<file path="src/rtl/muldiv_pkg.sv">
// Shared types and sizes for the EX-stage multiply/divide unit.
package muldiv_pkg;

  localparam int DIV_WIDTH = 32;

  typedef enum logic [2:0] {
    DIV_IDLE,
    DIV_PREP,
    DIV_ITER,
    DIV_FIX,
    DIV_DONE
  } div_state_t;

endpackage

</file>
<file path="src/rtl/div_iter_step.sv">
// One restoring-division step: shift in a dividend bit, trial-subtract |B|, keep if non-negative.
// Purely combinational; no latency, no flow control.
module div_iter_step
  import muldiv_pkg::*;
#(
  parameter int WIDTH = DIV_WIDTH
) (
  input  logic [WIDTH:0]   prem_i,
  input  logic             dvd_bit_i,
  input  logic [WIDTH-1:0] divisor_i,
  output logic [WIDTH:0]   prem_o,
  output logic             q_bit_o
);

  logic [WIDTH+1:0] shifted;
  logic [WIDTH+1:0] diff;

  // One extra bit above the shifted remainder so the borrow lands in the MSB.
  assign shifted = {prem_i, dvd_bit_i};
  assign diff    = shifted - {2'b00, divisor_i};
  assign q_bit_o = ~diff[WIDTH+1];
  assign prem_o  = q_bit_o ? diff[WIDTH:0] : shifted[WIDTH:0];

endmodule

</file>
<file path="src/rtl/iterative_divider.sv">
// Radix-2 restoring divider (DIV/MOD, signed and unsigned): result WIDTH+3 cycles after accept, 2 on divide-by-zero.
// Accepts only in IDLE; the result is held in DONE until res_ready_i, flush_i aborts at any point.
module iterative_divider
  import muldiv_pkg::*;
#(
  parameter int WIDTH = DIV_WIDTH
) (
  input  logic             clk,
  input  logic             rst_n,
  input  logic             flush_i,
  input  logic             req_valid_i,
  output logic             req_ready_o,
  input  logic             req_signed_i,
  input  logic [WIDTH-1:0] dividend_i,
  input  logic [WIDTH-1:0] divisor_i,
  output logic             res_valid_o,
  input  logic             res_ready_i,
  output logic [WIDTH-1:0] quotient_o,
  output logic [WIDTH-1:0] remainder_o
);

  localparam int CW = $clog2(WIDTH);

  div_state_t       state_q, state_d;
  logic [CW-1:0]    cnt_q, cnt_d;
  logic [WIDTH:0]   prem_q, prem_d;
  logic [WIDTH-1:0] acc_q, acc_d;
  logic [WIDTH-1:0] dvs_q, dvs_d;
  logic             sgn_q, sgn_d;
  logic             q_neg_q, q_neg_d;
  logic             r_neg_q, r_neg_d;
  logic [WIDTH-1:0] quot_q, quot_d;
  logic [WIDTH-1:0] rem_q, rem_d;

  logic [WIDTH:0]   step_prem;
  logic             step_qbit;

  // acc_q shifts the dividend out at the top while quotient bits enter at the bottom.
  div_iter_step #(
    .WIDTH(WIDTH)
  ) u_step (
    .prem_i   (prem_q),
    .dvd_bit_i(acc_q[WIDTH-1]),
    .divisor_i(dvs_q),
    .prem_o   (step_prem),
    .q_bit_o  (step_qbit)
  );

  always_comb begin
    state_d = state_q;
    cnt_d   = cnt_q;
    prem_d  = prem_q;
    acc_d   = acc_q;
    dvs_d   = dvs_q;
    sgn_d   = sgn_q;
    q_neg_d = q_neg_q;
    r_neg_d = r_neg_q;
    quot_d  = quot_q;
    rem_d   = rem_q;

    unique case (state_q)
      DIV_IDLE: begin
        if (req_valid_i) begin
          acc_d   = dividend_i;
          dvs_d   = divisor_i;
          sgn_d   = req_signed_i;
          state_d = DIV_PREP;
        end
      end
      DIV_PREP: begin
        if (dvs_q == '0) begin
          quot_d  = '1;
          rem_d   = acc_q;
          state_d = DIV_DONE;
        end else begin
          // INT_MIN negates to itself, which is still the correct unsigned magnitude.
          if (sgn_q && acc_q[WIDTH-1]) acc_d = -acc_q;
          if (sgn_q && dvs_q[WIDTH-1]) dvs_d = -dvs_q;
          q_neg_d = sgn_q & (acc_q[WIDTH-1] ^ dvs_q[WIDTH-1]);
          r_neg_d = sgn_q & acc_q[WIDTH-1];
          prem_d  = '0;
          cnt_d   = CW'(WIDTH - 1);
          state_d = DIV_ITER;
        end
      end
      DIV_ITER: begin
        prem_d = step_prem;
        acc_d  = {acc_q[WIDTH-2:0], step_qbit};
        if (cnt_q == '0) begin
          state_d = DIV_FIX;
        end else begin
          cnt_d = cnt_q - CW'(1);
        end
      end
      DIV_FIX: begin
        quot_d  = q_neg_q ? -acc_q : acc_q;
        rem_d   = r_neg_q ? -prem_q[WIDTH-1:0] : prem_q[WIDTH-1:0];
        state_d = DIV_DONE;
      end
      DIV_DONE: begin
        if (res_ready_i) state_d = DIV_IDLE;
      end
      default: state_d = DIV_IDLE;
    endcase

    if (flush_i) begin
      state_d = DIV_IDLE;
      cnt_d   = '0;
    end
  end

  always_ff @(posedge clk or negedge rst_n) begin
    if (!rst_n) begin
      state_q <= DIV_IDLE;
      cnt_q   <= '0;
      prem_q  <= '0;
      acc_q   <= '0;
      dvs_q   <= '0;
      sgn_q   <= 1'b0;
      q_neg_q <= 1'b0;
      r_neg_q <= 1'b0;
      quot_q  <= '0;
      rem_q   <= '0;
    end else begin
      state_q <= state_d;
      cnt_q   <= cnt_d;
      prem_q  <= prem_d;
      acc_q   <= acc_d;
      dvs_q   <= dvs_d;
      sgn_q   <= sgn_d;
      q_neg_q <= q_neg_d;
      r_neg_q <= r_neg_d;
      quot_q  <= quot_d;
      rem_q   <= rem_d;
    end
  end

  assign req_ready_o = (state_q == DIV_IDLE);
  assign res_valid_o = (state_q == DIV_DONE);
  assign quotient_o  = quot_q;
  assign remainder_o = rem_q;

endmodule
</file>
<file path="config.mk">
export PLATFORM = sky130hd
export DESIGN_NAME = iterative_divider
export DESIGN_NICKNAME = d
export VERILOG_FILES = /design/src/rtl/muldiv_pkg.sv /design/src/rtl/div_iter_step.sv /design/src/rtl/iterative_divider.sv
export SDC_FILE = /design/constraint.sdc
export NUM_CORES = 1
export LEC_CHECK = 0
export ABC_CLOCK_PERIOD_IN_PS = 3500
export CORE_MARGIN = 1.5
export CORE_UTILIZATION = 50
export CTS_CLUSTER_DIAMETER = 50
export DETAILED_ROUTE_END_ITERATION = 8
export PLACE_DENSITY = 0.75
export SYNTH_ARGS = -nofsm -noshare
export SYNTH_HDL_FRONTEND = slang
export SYNTH_SLANG_ARGS = --single-unit
export TNS_END_PERCENT = 50
</file>
<file path="constraint.sdc">
create_clock -name clk -period 3.5 [get_ports clk]
set_input_delay 0.35 -clock clk [delete_from_list [all_inputs] [get_ports clk]]
set_output_delay 0.35 -clock clk [all_outputs]
set_load 0.1 [all_outputs]
</file>
# --- After elaboration in Yosys (flattened, before gate mapping) ---
# Index checks and enable logic that the tools add are counted.
classes:
  n_addsub: 5
  eq_ne: 14
  n_bitwise: 5
  reduce_logical: 18
  n_mux: 27
op_table:
  columns: ["operator", "count"]
  rows:
  - ["2-to-1 mux 32 bit", 10]
  - ["case mux 32 bit (2 select lines)", 3]
  - ["negator 32 bit", 3]
  - ["case mux 32 bit (3 select lines)", 1]
  - ["2-to-1 mux 33 bit", 2]
  - ["case mux 33 bit (2 select lines)", 1]
  - ["subtractor 34 x 32 -> 34 bit", 1]
  - ["logical NOT 32 bit", 1]
  - ["2-to-1 mux 3 bit", 5]
  - ["2-to-1 mux 5 bit", 3]
  - ["case mux 3 bit (5 select lines)", 1]
  - ["inequality test 3 bit (second input constant)", 4]
  - ["inequality test 2 bit (second input constant)", 5]
  - ["case mux 5 bit (2 select lines)", 1]
  - ["AND reduction 2 bit", 4]
  - ["AND reduction 4 bit", 2]
  - ["== test 3 x 2 -> 1 bit (second input constant)", 2]
  - ["AND reduction 3 bit", 2]
  - ["nonzero test 2 bit", 3]
  - ["nonzero test 3 bit", 2]
  - ["logical NOT 5 bit", 1]
  - ["subtractor 5 x 1 -> 5 bit (second input constant)", 1]
  - ["== test 3 x 1 -> 1 bit (second input constant)", 1]
  - ["== test 3 bit (second input constant)", 1]
  - ["6 further kinds", 9]
totals:
  input_bits: 70
  ff_bits: 172
  output_inout_bits: 66

# --- Depth between registers and ports, before layout ---
# Gate-level depths: netlist of the first run.
depth:
  depth_word: 4
  mapped_depth: 14
  mapped_depth_nobuf: 13

# --- Modules after synthesis ---
# From an unflattened synthesis of the first run, not the netlist that was laid out.
unflattened:
  hier_cells: 1475
  hier_area_um2: 12373.1
modules_own_cells:
  columns: ["mod", "area_per_inst_um2", "n_inst", "cells_each"]
  rows:
  - ["iterative_divider", 10202.3, 1, 1147]
  - ["div_iter_step", 2170.8, 1, 328]

# --- Worst setup path after synthesis of the first run ---
# OpenSTA, ideal clock, no wires.
synth_timing:
  path_kind: "register to register"
  from: "register state_q[1]"
  to: "register dvs_q[0]"
  n_path_buf: 1
  t_arrival_ps: 3336
  synth_period_minus_slack_ps: 3460
  path_stages_with_launch: 5
  setup_slack_ps: 40
  cell_sequence: "dfrtp_1 > clkbuf_1 > nor3_1 > nand2_1 > mux2_2"
synth_via:
  elab_chain_len: 3
  elab_cells_between_ends: 8
  classes_between: "eq/ne (4); mux (1); reduce/logical (3)"
synth_rtl:
  columns: ["item", "line", "rtl"]
  rows:
  - ["start, declared", "iterative_divider.sv:24", "div_state_t state_q, state_d;"]
  - ["start signal, assigned", "iterative_divider.sv:125", "state_q <= state_d;"]
  - ["logical NOT 3 bit (*)", null, null]
  - ["net req_ready_o", "iterative_divider.sv:12", "output logic req_ready_o,"]
  - ["inequality test 2 bit (no line) or nonzero test 2 bit (tied branches)", null, null]
  - ["AND reduction 4 bit (no line)", null, null]
  - ["end signal, assigned", "iterative_divider.sv:129", "dvs_q <= dvs_d;"]
  - ["end, declared", "iterative_divider.sv:28", "logic [WIDTH-1:0] dvs_q, dvs_d;"]
# Mark *: on every way through the listed nets, which the timed path passes. The rest lies on a longest branch.
# A chain may end at the register's enable or synchronous reset.

# --- Worst setup path after layout of the first run ---
layout_timing:
  from: "register acc_q[0]"
  to: "register acc_q[23]"
layout_via:
  elab_chain_len: 4
layout_rtl:
  columns: ["item", "line", "rtl"]
  rows:
  - ["start, declared", "iterative_divider.sv:27", "logic [WIDTH-1:0] acc_q, acc_d;"]
  - ["start signal, assigned", "iterative_divider.sv:117", "acc_q <= '0;"]
  - ["start signal, assigned", "iterative_divider.sv:128", "acc_q <= acc_d;"]
  - ["negator 32 bit", "iterative_divider.sv:77", "if (sgn_q && acc_q[WIDTH-1]) acc_d = -acc_q;"]
  - ["2-to-1 mux 32 bit", "iterative_divider.sv:77", null]
  - ["2-to-1 mux 32 bit", "iterative_divider.sv:71", "if (dvs_q == '0) begin"]
  - ["case mux 32 bit (3 select lines)", "iterative_divider.sv:61", "unique case (state_q)"]
# Every way passes these cells. The select of a mux whose other input is x is not followed.

==> results of run 1 <==
[power breakdown]
part,internal [mW],switching [mW]
sequential,2.68,0.826
combinational,2.41,5.25
clock,1.14,0.879
[state kept, by name, summed over array words and instances (netlist names)]
register / count
sgn_q: 1
quotient_o: 32
cnt_q: 5
r_neg_q: 1
remainder_o: 32
state_q: 3
acc_q: 32
prem_q: 33
q_neg_q: 1
dvs_q: 32
[placed cells by master, fill, tap and decap left out, drive strengths merged, types with 17 or more instances in the layout]
master / instances
nand3: 37
o21ai: 128
nor2: 119
a31oi: 24
xnor2: 47
or3: 22
nand2: 138
a221oi: 25
o22ai: 28
dfrtp: 172
buf: 53
ha: 37
inv: 56
clkbuf: 17
mux2i: 25
a21o: 21
nor3: 61
clkdlybuf4s50: 132
a21oi: 122
xor2: 59
[through the flow]
step / utilization, % / power, mW / cells
3_5_place_dp: 58.7 / 11.1 / 1775
6_report: 61.8 / 13.2 / 1807
4_1_cts: 61.5 / 13.1 / 1807
5_1_grt: 61.8 / 13.9 / 1807
3_3_place_gp: 58.7 / 10.9 / 1775
2_1_floorplan: - / 9.08 / 1410
[cells by family (layout without fill, tap and decap cells)]
kind of cell / after synthesis / after routing / synth area share, %
simple gates: 465 / 465 / 19.2
compound gates: 447 / 447 / 23.9
flops: 172 / 172 / 37.1
buf+inv: 155 / 267 / 5.29
xor+xnor: 106 / 106 / 8.00
fa+ha+maj: 38 / 38 / 4.16
mux: 27 / 27 / 2.35
[timing repair]
action | 4_1_cts | 5_1_grt
endpoints found under the hold margin | 71 | 0
hold buffers | 1 | 0
resized for setup | 1 | 12
setup endpoints to repair | 3 | 34
pin swaps | 0 | 0
[tightest hold or removal path, delay by kind of cell]
family	cells	cell delay [ns]
and+or+nand+nor	1	0.06
AOI/OAI and AO/OA	1	0.07
buffers and inverters	1	0.41
[cell type report]
class,count,area (sq um),share of cell area [%]
Timing Repair Buffer,186,1780,12.7
Inverter,50,188,1.34
Sequential cell,172,4300,30.7
Tap cell,285,357,2.54
Multi-Input combinational cell,1083,6790,48.4
Clock inverter,14,185,1.32
Clock buffer,17,425,3.03
[synthesized netlist by cell type (24+ instances only)]
cell type / count / area share [%]
a21oi_1: 122 / 5.3
a221oi_1: 24 / 1.8
a31oi_1: 24 / 1.3
clkbuf_1: 82 / 2.7
dfrtp_1: 172 / 37
ha_1: 37 / 4.0
inv_1: 50 / 1.6
mux2i_1: 25 / 2.2
nand2_1: 138 / 4.5
nand3_1: 37 / 1.6
nor2_1: 119 / 3.9
nor3_1: 60 / 2.6
o21ai_0: 127 / 5.5
o22ai_1: 28 / 1.5
xnor2_1: 47 / 3.5
xor2_1: 59 / 4.5
[metal layers]
layer	track usage, %	vias up
li1	-	5306
met1	39.5	5377
met2	46.3	474
met3	3.65	53
met4	10.3	0
met5	0	-
[how the worst min path moves through the flow]
stage	slack [ns]	end
6_report	0.50	dvs_q[1]$_DFFE_PN0P_
5_1_grt	0.50	dvs_q[1]$_DFFE_PN0P_
4_1_cts	0.48	dvs_q[1]$_DFFE_PN0P_
3_5_place_dp	0.42	quotient_o[9]$_DFFE_PN0P_
3_3_place_gp	0.41	quotient_o[9]$_DFFE_PN0P_
2_1_floorplan	0.05	acc_q[0]$_DFFE_PN0P_
==> impl_metrics.csv, run 1 <==
group,metric,value,unit
route,drc,0,
critical_path,cp_max_fo,5,
route,drt_iter0_drc,1030,
sta,worst_pin_slew,1.20,ns
critical_path,cp.depth,9,
route,top_layer,"met4",
placement,portBuffers,135,
yosys,avgSynthCellArea,8.23,sq um
global_route,grt_pass1_vias,10402,
critical_path,worst_setup_path_end_kind,"register",
critical_path,cpMostUsedCell,"or3_4",
critical_path,rrSetupSlack,0.17,ns
critical_path,start_kind,"register",
cts,cts_sinks,172,
sta,fin_worst_skew,0.0131,ns
cts,cts_tree,"yes",
floorplan,core.rowCount,55,
critical_path,slowest_stage,"or4b_1",
min_path,worstHoldStart,"divisor_i[1]",
global_route,antenna_found_initial,0,
sta,period_needed,3.33,ns
global_route,grt_max_degree,74,
critical_path,crit_type,"register to register",
sta,setup_viol,0,
route,met2_length,16000,um
power,power_leakage,5.97,nW
min_path,hold_class,"primary input to register",
yosys,async_flop_share,100,%
placement,dp_hpwl,24500,um
power,ir_worst_vdd,0.000549,V
sta,setup_tns,0,ns
route,drt_pass1_iterations,7,
min_path,hold_depth,3,
cts,ctsRootBufferMaster,"clkbuf_16",
route,wirelength,34200,um
cts,cts_inserted_buffers,17,
floorplan,die_y,155,um
critical_path,endpoint,"acc_q[23]$_DFFE_PN0P_",
floorplan,io_pins,136,
run,max_cap_viol_count,0,
sta,finalHoldViolations,0,
yosys,yosysSeqAreaShare,37.1,%
placement,postPlaceCellArea,13300,sq um
critical_path,critPathBufInv,1,
sta,relSlewSlack,19.8,%
cts,path_clk_slew,0.07,ns
critical_path,cp.required,3.80,ns
cells_and_area,final_area,14000,sq um
yosys,syn_nets,1518,
route,num_vias,11210,
placement,place_congestion,0.927,
sta,fin_hold_ws,0.497,ns
route,wl_per_cell,18.9,um
yosys,syn_area,11600,sq um
placement,place_ws,0.0472,ns
yosys,synth_edf_count,0,
critical_path,critical-path-top-delay-family,"simple AND/OR/NAND/NOR gates",
route,vias_per_cell,6.20,
critical_path,worstPathArrival,3.63,ns
cts,clk_latency,0.44,ns
yosys,ys_types,66,
sta,fin_ws,0.172,ns
route,ant_nets,0,
floorplan,dieArea,24100,sq um
route,wl_met3,2140,um
critical_path,r2r-end,"acc_q[23]$_DFFE_PN0P_",
cells_and_area,nets,1618,
global_route,grt_use_total,28.6,%
sta,final_max_slew_viol_count,0,
sta,fin_crit_sh,95.1,%
cts,cts_max_level,4,
cts,post_cts_buffers,0,
cells_and_area,nFillCells,1938,
run_status,status,"finished, final reports clean",
critical_path,max_stage_delay,0.53,ns
cells_and_area,num_antenna_cells,0,
critical_path,path_cells,"buf_4 > or3_4 > or4b_1 > or3_4 > or2_2 > or4_1 > nor3b_1 > a221oi_1 > o21ai_0",
global_route,grt.overflow.total,0,
critical_path,rr_startpoint,"acc_q[0]$_DFFE_PN0P_",
critical_path,r2r_cells,9,
cells_and_area,layout-drive-gt1-share,8.02,%
yosys,ys_ff_latch,172,
cells_and_area,area_delta_synth_final,20.9,%
sta,max_clock_freq,0.300,GHz
route,wl_met1,15200,um
yosys,ys_warn_count,0,
yosys,synthFlopType,"dfrtp_1",
floorplan,core-area,22700,sq um
sta,grt_setup_unrepaired,"no",
floorplan,start_util,51.1,%
floorplan,fp.dieW,155,um
power,powerDensity,940,nW/um^2
global_route,grt_pass1_wl,55100,um
cts,clockBufferDepth,2,
critical_path,crit_path_start,"acc_q[0]$_DFFE_PN0P_",
yosys,netlist_instances,1410,
(Power assumes the default switching activity.)
==> run 2, diff against run 1 <==
- DONT_BUFFER_PORTS: unset -> 1
- PLACE_DENSITY: 0.75 -> unset
- PLACE_DENSITY_LB_ADDON: unset -> 0.25
==> run 2 against run 1 <==
The flow now finishes with violations (hold timing). Core utilization is 5.8 points lower. Die area stayed put. Clock power is 2% lower. Register-to-register slack hardly changed. Largest power group is now sequential cells. Highest routed layer unchanged. Sequential power is 71% higher. Maximum frequency is 0.42% lower. Wire length is 2.9% lower. Non-clock buffer count is 130 lower. Via count is 6.5% lower.
==> impl_metrics.csv, run 2 (synthesis gave the netlist of run 1 again) <==
group,metric,value,unit
run_status,status,"complete, but fails checks",
run_status,violations,"hold timing",
sta,setup_tns,0,ns
placement,postPlaceCellArea,12100,sq um
power,ir_worst_vdd,0.000420,V
cts,cts-hold-fix-buffers,1,
power,switching_share,55.6,%
critical_path,rr_startpoint,"acc_q[0]$_DFFE_PN0P_",
cts,cts_max_level,4,
power,clockPowerShare,16.0,%
floorplan,start_util,51.1,%
critical_path,cp.required,3.82,ns
route,vias_per_cell,6.24,
critical_path,path_cells,"inv_1 > ha_1 > or3b_2 > or3_1 > or3_4 > nor4_4 > nand2_1 > or4_4 > a222oi_1 > o21ai_1",
cells_and_area,final_area,12700,sq um
sta,finalHoldViolations,172,
sta,fin_hold_ws,-0.402,ns
sta,final_max_slew_viol_count,0,
cells_and_area,final_common_cell,"dfrtp_1",
placement,portBuffers,0,
critical_path,worst_setup_path_end_kind,"register",
cells_and_area,layout-drive-gt1-share,8.90,%
power,powerDensity,968,nW/um^2
cts,clockBufferDepth,2,
sta,grt_setup_unrepaired,"yes",
global_route,grt.overflow.total,0,
cts,ctsRootBufferMaster,"clkbuf_16",
sta,fin_worst_skew,0.0154,ns
power,power_leakage,5.48,nW
sta,setup_viol,0,
global_route,grt_max_degree,173,
cts,cts_inserted_buffers,17,
route,wl_per_cell,19.8,um
placement,place_congestion,0.902,
run,max_cap_viol_count,0,
sta,worst_pin_slew,1.22,ns
floorplan,die_y,155,um
cts,post_cts_buffers,0,
critical_path,cp_max_fo,6,
critical_path,crit_type,"register to register",
power,pwr-share-comb,35.2,%
global_route,grt_use_total,27.7,%
cells_and_area,nFillCells,2079,
floorplan,core-area,22700,sq um
sta,period_needed,3.34,ns
cts,cts_tree,"yes",
route,drc,0,
placement,dp_hpwl,23800,um
floorplan,io_pins,136,
global_route,antenna_found_initial,1,
cts,cts_sinks,172,
cts,clk_latency,0.44,ns
power,p_int,5.46,mW
cts,path_clk_slew,0.08,ns
critical_path,worstPathArrival,3.66,ns
placement,place_ws,0.0701,ns
critical_path,max_stage_delay,0.48,ns
sta,fin_crit_sh,95.5,%
critical_path,crit_path_start,"acc_q[0]$_DFFE_PN0P_",
cells_and_area,register_area,4300,sq um
route,ant_nets,0,
sta,fin_ws,0.158,ns
cells_and_area,nets,1488,
global_route,grt_pass1_vias,9846,
critical_path,slowest_stage,"or3b_2",
critical_path,start_kind,"register",
route,wirelength,33200,um
floorplan,core.rowCount,55,
cells_and_area,final_cell_mix,"dfrtp_1 (172), nand2_1 (138), o21ai_0 (127), a21oi_1 (121), nor2_1 (117)",
sta,relSlewSlack,18.5,%
cells_and_area,area_delta_synth_final,9.60,%
power,power_switching,6.85,mW
min_path,hold_class,"primary input to async pin",
route,drt_pass1_iterations,8,
cells_and_area,multi_input_area,6750,sq um
power,p_total,12.3,mW
sta,max_clock_freq,0.299,GHz
route,num_vias,10483,
floorplan,fp.dieW,155,um
cells_and_area,largest_reg_flops,33,
route,drt_iter0_drc,777,
floorplan,dieArea,24100,sq um
power,p_seq_share,48.8,%
global_route,grt_pass1_wl,53300,um
cells_and_area,regMostFlops,"prem_q",
run 2: worst paths after layout:
path	endpoint	slack [ns]	depth (start not counted)
worst max-delay path	acc_q[30]$_DFFE_PN0P_	0.16	10
worst min-delay path	quotient_o[8]$_DFFE_PN0P_	-0.40	0
worst max register to register	acc_q[30]$_DFFE_PN0P_	0.16	10
worst min register to register	cnt_q[1]$_DFFE_PN0P_	0.51	1
max in group asynchronous	dvs_q[8]$_DFFE_PN0P_	3.67	0
min in group clk	dvs_q[1]$_DFFE_PN0P_	0.06	2
run 2: repair_timing:
item / CTS / global route
gates resized for setup: 0 / 6
setup endpoints to repair: 0 / 35
hold endpoints to repair: 176 / 172
run 2: cell type report:
class                      count  share of cell area [%]
antenna                        1                  0.0197
clock buffer                  17                    3.35
clock inverter                15                    1.35
inverter                      50                    1.48
multi-input combinational   1083                    53.1
sequential                   172                    33.9
tap                          285                    2.80
timing repair buffer          56                    4.04
run 2: power groups by stage:
stage	combinational (mW)	clock (mW)	sequential [mW]
6_report	4.33	1.97	6.00
5_1_grt	4.85	2.07	6.10
4_1_cts	4.30	1.99	5.98
3_5_place_dp	4.27	0	6.02
3_3_place_gp	4.20	0	6.00
2_1_floorplan	3.42	0	5.66
run 2: worst max-delay path, delay by kind of cell (launching register included):
family | cells | cell delay (ns)
DFF | 1 | 0.38
AOI/OAI and AO/OA | 2 | 0.43
and+or+nand+nor | 6 | 2.19
buffers and inverters | 1 | 0.09
adders and majority gates | 1 | 0.16
run 2: per-stage QoR:
stage / std cells / util [%]
after floorplan: 1410 / -
after global placement: 1645 / 53.2
after detailed placement: 1645 / 53.2
after CTS: 1678 / 55.9
after global routing: 1679 / 56.0
final: 1679 / 56.0
run 2: layer usage:
layer | GRT usage, % | vias to the layer above | share of wire, %
met5 | 0 | - | 0
met4 | 8.30 | 0 | 2.2
met3 | 5.74 | 41 | 8.1
met2 | 44.3 | 398 | 46
met1 | 37.9 | 4988 | 44
li1 | - | 5056 | -
==> run 3, diff against run 2 <==
- ABC_CLOCK_PERIOD_IN_PS: 3500 -> 3800
- CAP_MARGIN: unset -> 10
- clock period: 3.5 -> 3.8 ns (I/O delays scaled with it)
==> run 3 against run 2 <==
The run still ends with hold timing left. Critical path depth is the same. Clock power shrank 8%. Setup slack gained 0.15 ns. Critical endpoint unchanged.
==> impl_metrics.csv, run 3 (synthesis gave the netlist of run 1 again) <==
group,metric,value,unit
run_status,status,"complete, but fails checks",
run_status,violations,"hold timing",
cells_and_area,regMostFlops,"prem_q",
power,powerDensity,898,nW/um^2
cells_and_area,layout-drive-gt1-share,7.08,%
cells_and_area,area_delta_synth_final,7.82,%
route,drt_pass1_iterations,5,
sta,worst_pin_slew,1.19,ns
sta,fin_worst_skew,0.0143,ns
cells_and_area,stdcell_count,1657,
placement,dp_hpwl,23700,um
floorplan,dieArea,24100,sq um
cells_and_area,final_common_cell,"dfrtp_1",
route,drt_iter0_drc,923,
route,drc,0,
power,p_total,11.2,mW
cts,cts_max_level,4,
power,ir_worst_vdd,0.000432,V
cts,ctsRootBufferMaster,"clkbuf_16",
global_route,antenna_found_initial,1,
placement,dp_cells,1623,
run,max_cap_viol_count,0,
cts,cts_sinks,172,
placement,portBuffers,0,
sta,period_needed,3.49,ns
critical_path,worst_setup_path_end_kind,"register",
critical_path,start_kind,"register",
critical_path,cp.required,4.12,ns
critical_path,cp_max_fo,6,
sta,max_clock_freq,0.286,GHz
cells_and_area,final_cell_mix,"dfrtp_1 (172), nand2_1 (138), o21ai_0 (127), a21oi_1 (122), nor2_1 (117)",
sta,setup_viol,0,
cts,cts_inserted_buffers,17,
global_route,grt.overflow.total,0,
route,vias_per_cell,6.33,
route,wl_per_cell,20.0,um
cells_and_area,largest_reg_flops,33,
cts,post_cts_buffers,0,
critical_path,crit_type,"register to register",
global_route,grt_busiest_layer,"met2",
placement,place_congestion,0.936,
floorplan,start_util,51.1,%
critical_path,rr_startpoint,"acc_q[0]$_DFFE_PN0P_",
sta,final_max_slew_viol_count,0,
sta,setup_tns,0,ns
sta,relSlewSlack,20.7,%
global_route,grt_pass1_wl,52700,um
critical_path,cpMostUsedCell,"or3_1",
min_path,hold_class,"primary input to async pin",
critical_path,worstPathArrival,3.81,ns
cts,path_clk_slew,0.08,ns
critical_path,slowest_stage,"or3b_2",
critical_path,path_cells,"inv_1 > ha_1 > or3b_2 > or3_1 > or3_1 > nor4_4 > nand2_1 > or4_4 > a222oi_1 > o21ai_1",
sta,finalHoldViolations,172,
cts,clockBufferDepth,2,
sta,fin_crit_sh,92.0,%
cts,cts_tree,"yes",
critical_path,max_stage_delay,0.49,ns
power,power_leakage,5.35,nW
cells_and_area,nets,1466,
floorplan,core-area,22700,sq um
cts,cts-hold-fix-buffers,1,
global_route,grt_use_total,27.5,%
global_route,grt.met3_usage,4.87,%
route,ant_nets,0,
global_route,grt_max_degree,173,
global_route,use_met1,37.5,%
route,num_vias,10495,
critical_path,rrSetupSlack,0.31,ns
critical_path,r2r_cells,10,
floorplan,fp.dieW,155,um
sta,grt_setup_unrepaired,"no",
global_route,use_met2,43.5,%
global_route,grt_pass1_vias,9720,
cts,clk_latency,0.44,ns
floorplan,core.rowCount,55,
sta,fin_hold_ws,-0.366,ns
floorplan,die_y,155,um
floorplan,io_pins,136,
critical_path,r2r-end,"acc_q[30]$_DFFE_PN0P_",
route,wirelength,33100,um
[run 3: cell count changes in the layout (fill, tap and decap cells not counted), sizes merged]
cell,delta
buf,-22
inv,-6
clkbuf,+2
clkinv,+2
bufinv,+1
clkinvlp,+1
[run 3: area by class of cell]
cell class                      instances  area (sq um)
Antenna cell                            1          2.50
Clock buffer                           19           443
Clock inverter                         13           156
Fill cell                            2098         10200
Inverter                               50           188
Multi-Input combinational cell       1083          6730
Sequential cell                       172          4300
Tap cell                              285           357
Timing Repair Buffer                   34           323
[run 3: per-layer routing]
layer	vias to the layer above	share of wire, %
met5	-	0
met4	0	3.2
met3	57	7.6
met2	397	46
met1	5044	44
li1	4997	-
[run 3: repair_timing]
item                       CTS  global route
hold endpoints to repair   175           172
gates resized for setup      0             1
setup endpoints to repair    0             2
[run 3: where the power goes]
part | switching [mW] | internal, mW | leakage [nW]
sequential | 3.24 | 2.41 | 2.15
clock | 0.820 | 1.00 | 0.292
combinational | 2.16 | 1.61 | 2.91
total | 6.22 | 5.02 | 5.35
[run 3: how the worst max path moves through the flow]
stage | startpoint | end | slack [ns] | cells past startpoint
3_3_place_gp | acc_q[0]$_DFFE_PN0P_ | acc_q[30]$_DFFE_PN0P_ | 0.37 | 10
6_report | acc_q[0]$_DFFE_PN0P_ | acc_q[30]$_DFFE_PN0P_ | 0.31 | 10
2_1_floorplan | state_q[1]$_DFFE_PN0P_ | dvs_q[0]$_DFFE_PN0P_ | 0.34 | 4
4_1_cts | acc_q[31]$_DFFE_PN0P_ | prem_q[32]$_DFFE_PN0P_ | 0.28 | 13
3_5_place_dp | acc_q[1]$_DFFE_PN0P_ | acc_q[30]$_DFFE_PN0P_ | 0.30 | 10
5_1_grt | acc_q[31]$_DFFE_PN0P_ | prem_q[32]$_DFFE_PN0P_ | 0.05 | 13
[run 3: metrics by stage]
step	utilization, %	area, sq um	setup WS (ns)
2_1_floorplan	-	11600	0.340
3_3_place_gp	52.4	11900	0.374
3_5_place_dp	52.4	11900	0.299
4_1_cts	55.0	12500	0.282
5_1_grt	55.1	12500	0.0471
6_report	55.1	12500	0.305
[run 3: critical path, delay by kind of cell (launching register included)]
| kind | cells | cell delay, ns |
|---|---|---|
| AO/OA/AOI/OAI | 2 | 0.39 |
| adder cells (fa/ha/maj) | 1 | 0.20 |
| buffers and inverters | 1 | 0.10 |
| flip-flops | 1 | 0.41 |
| AND/OR/NAND/NOR | 6 | 2.28 |
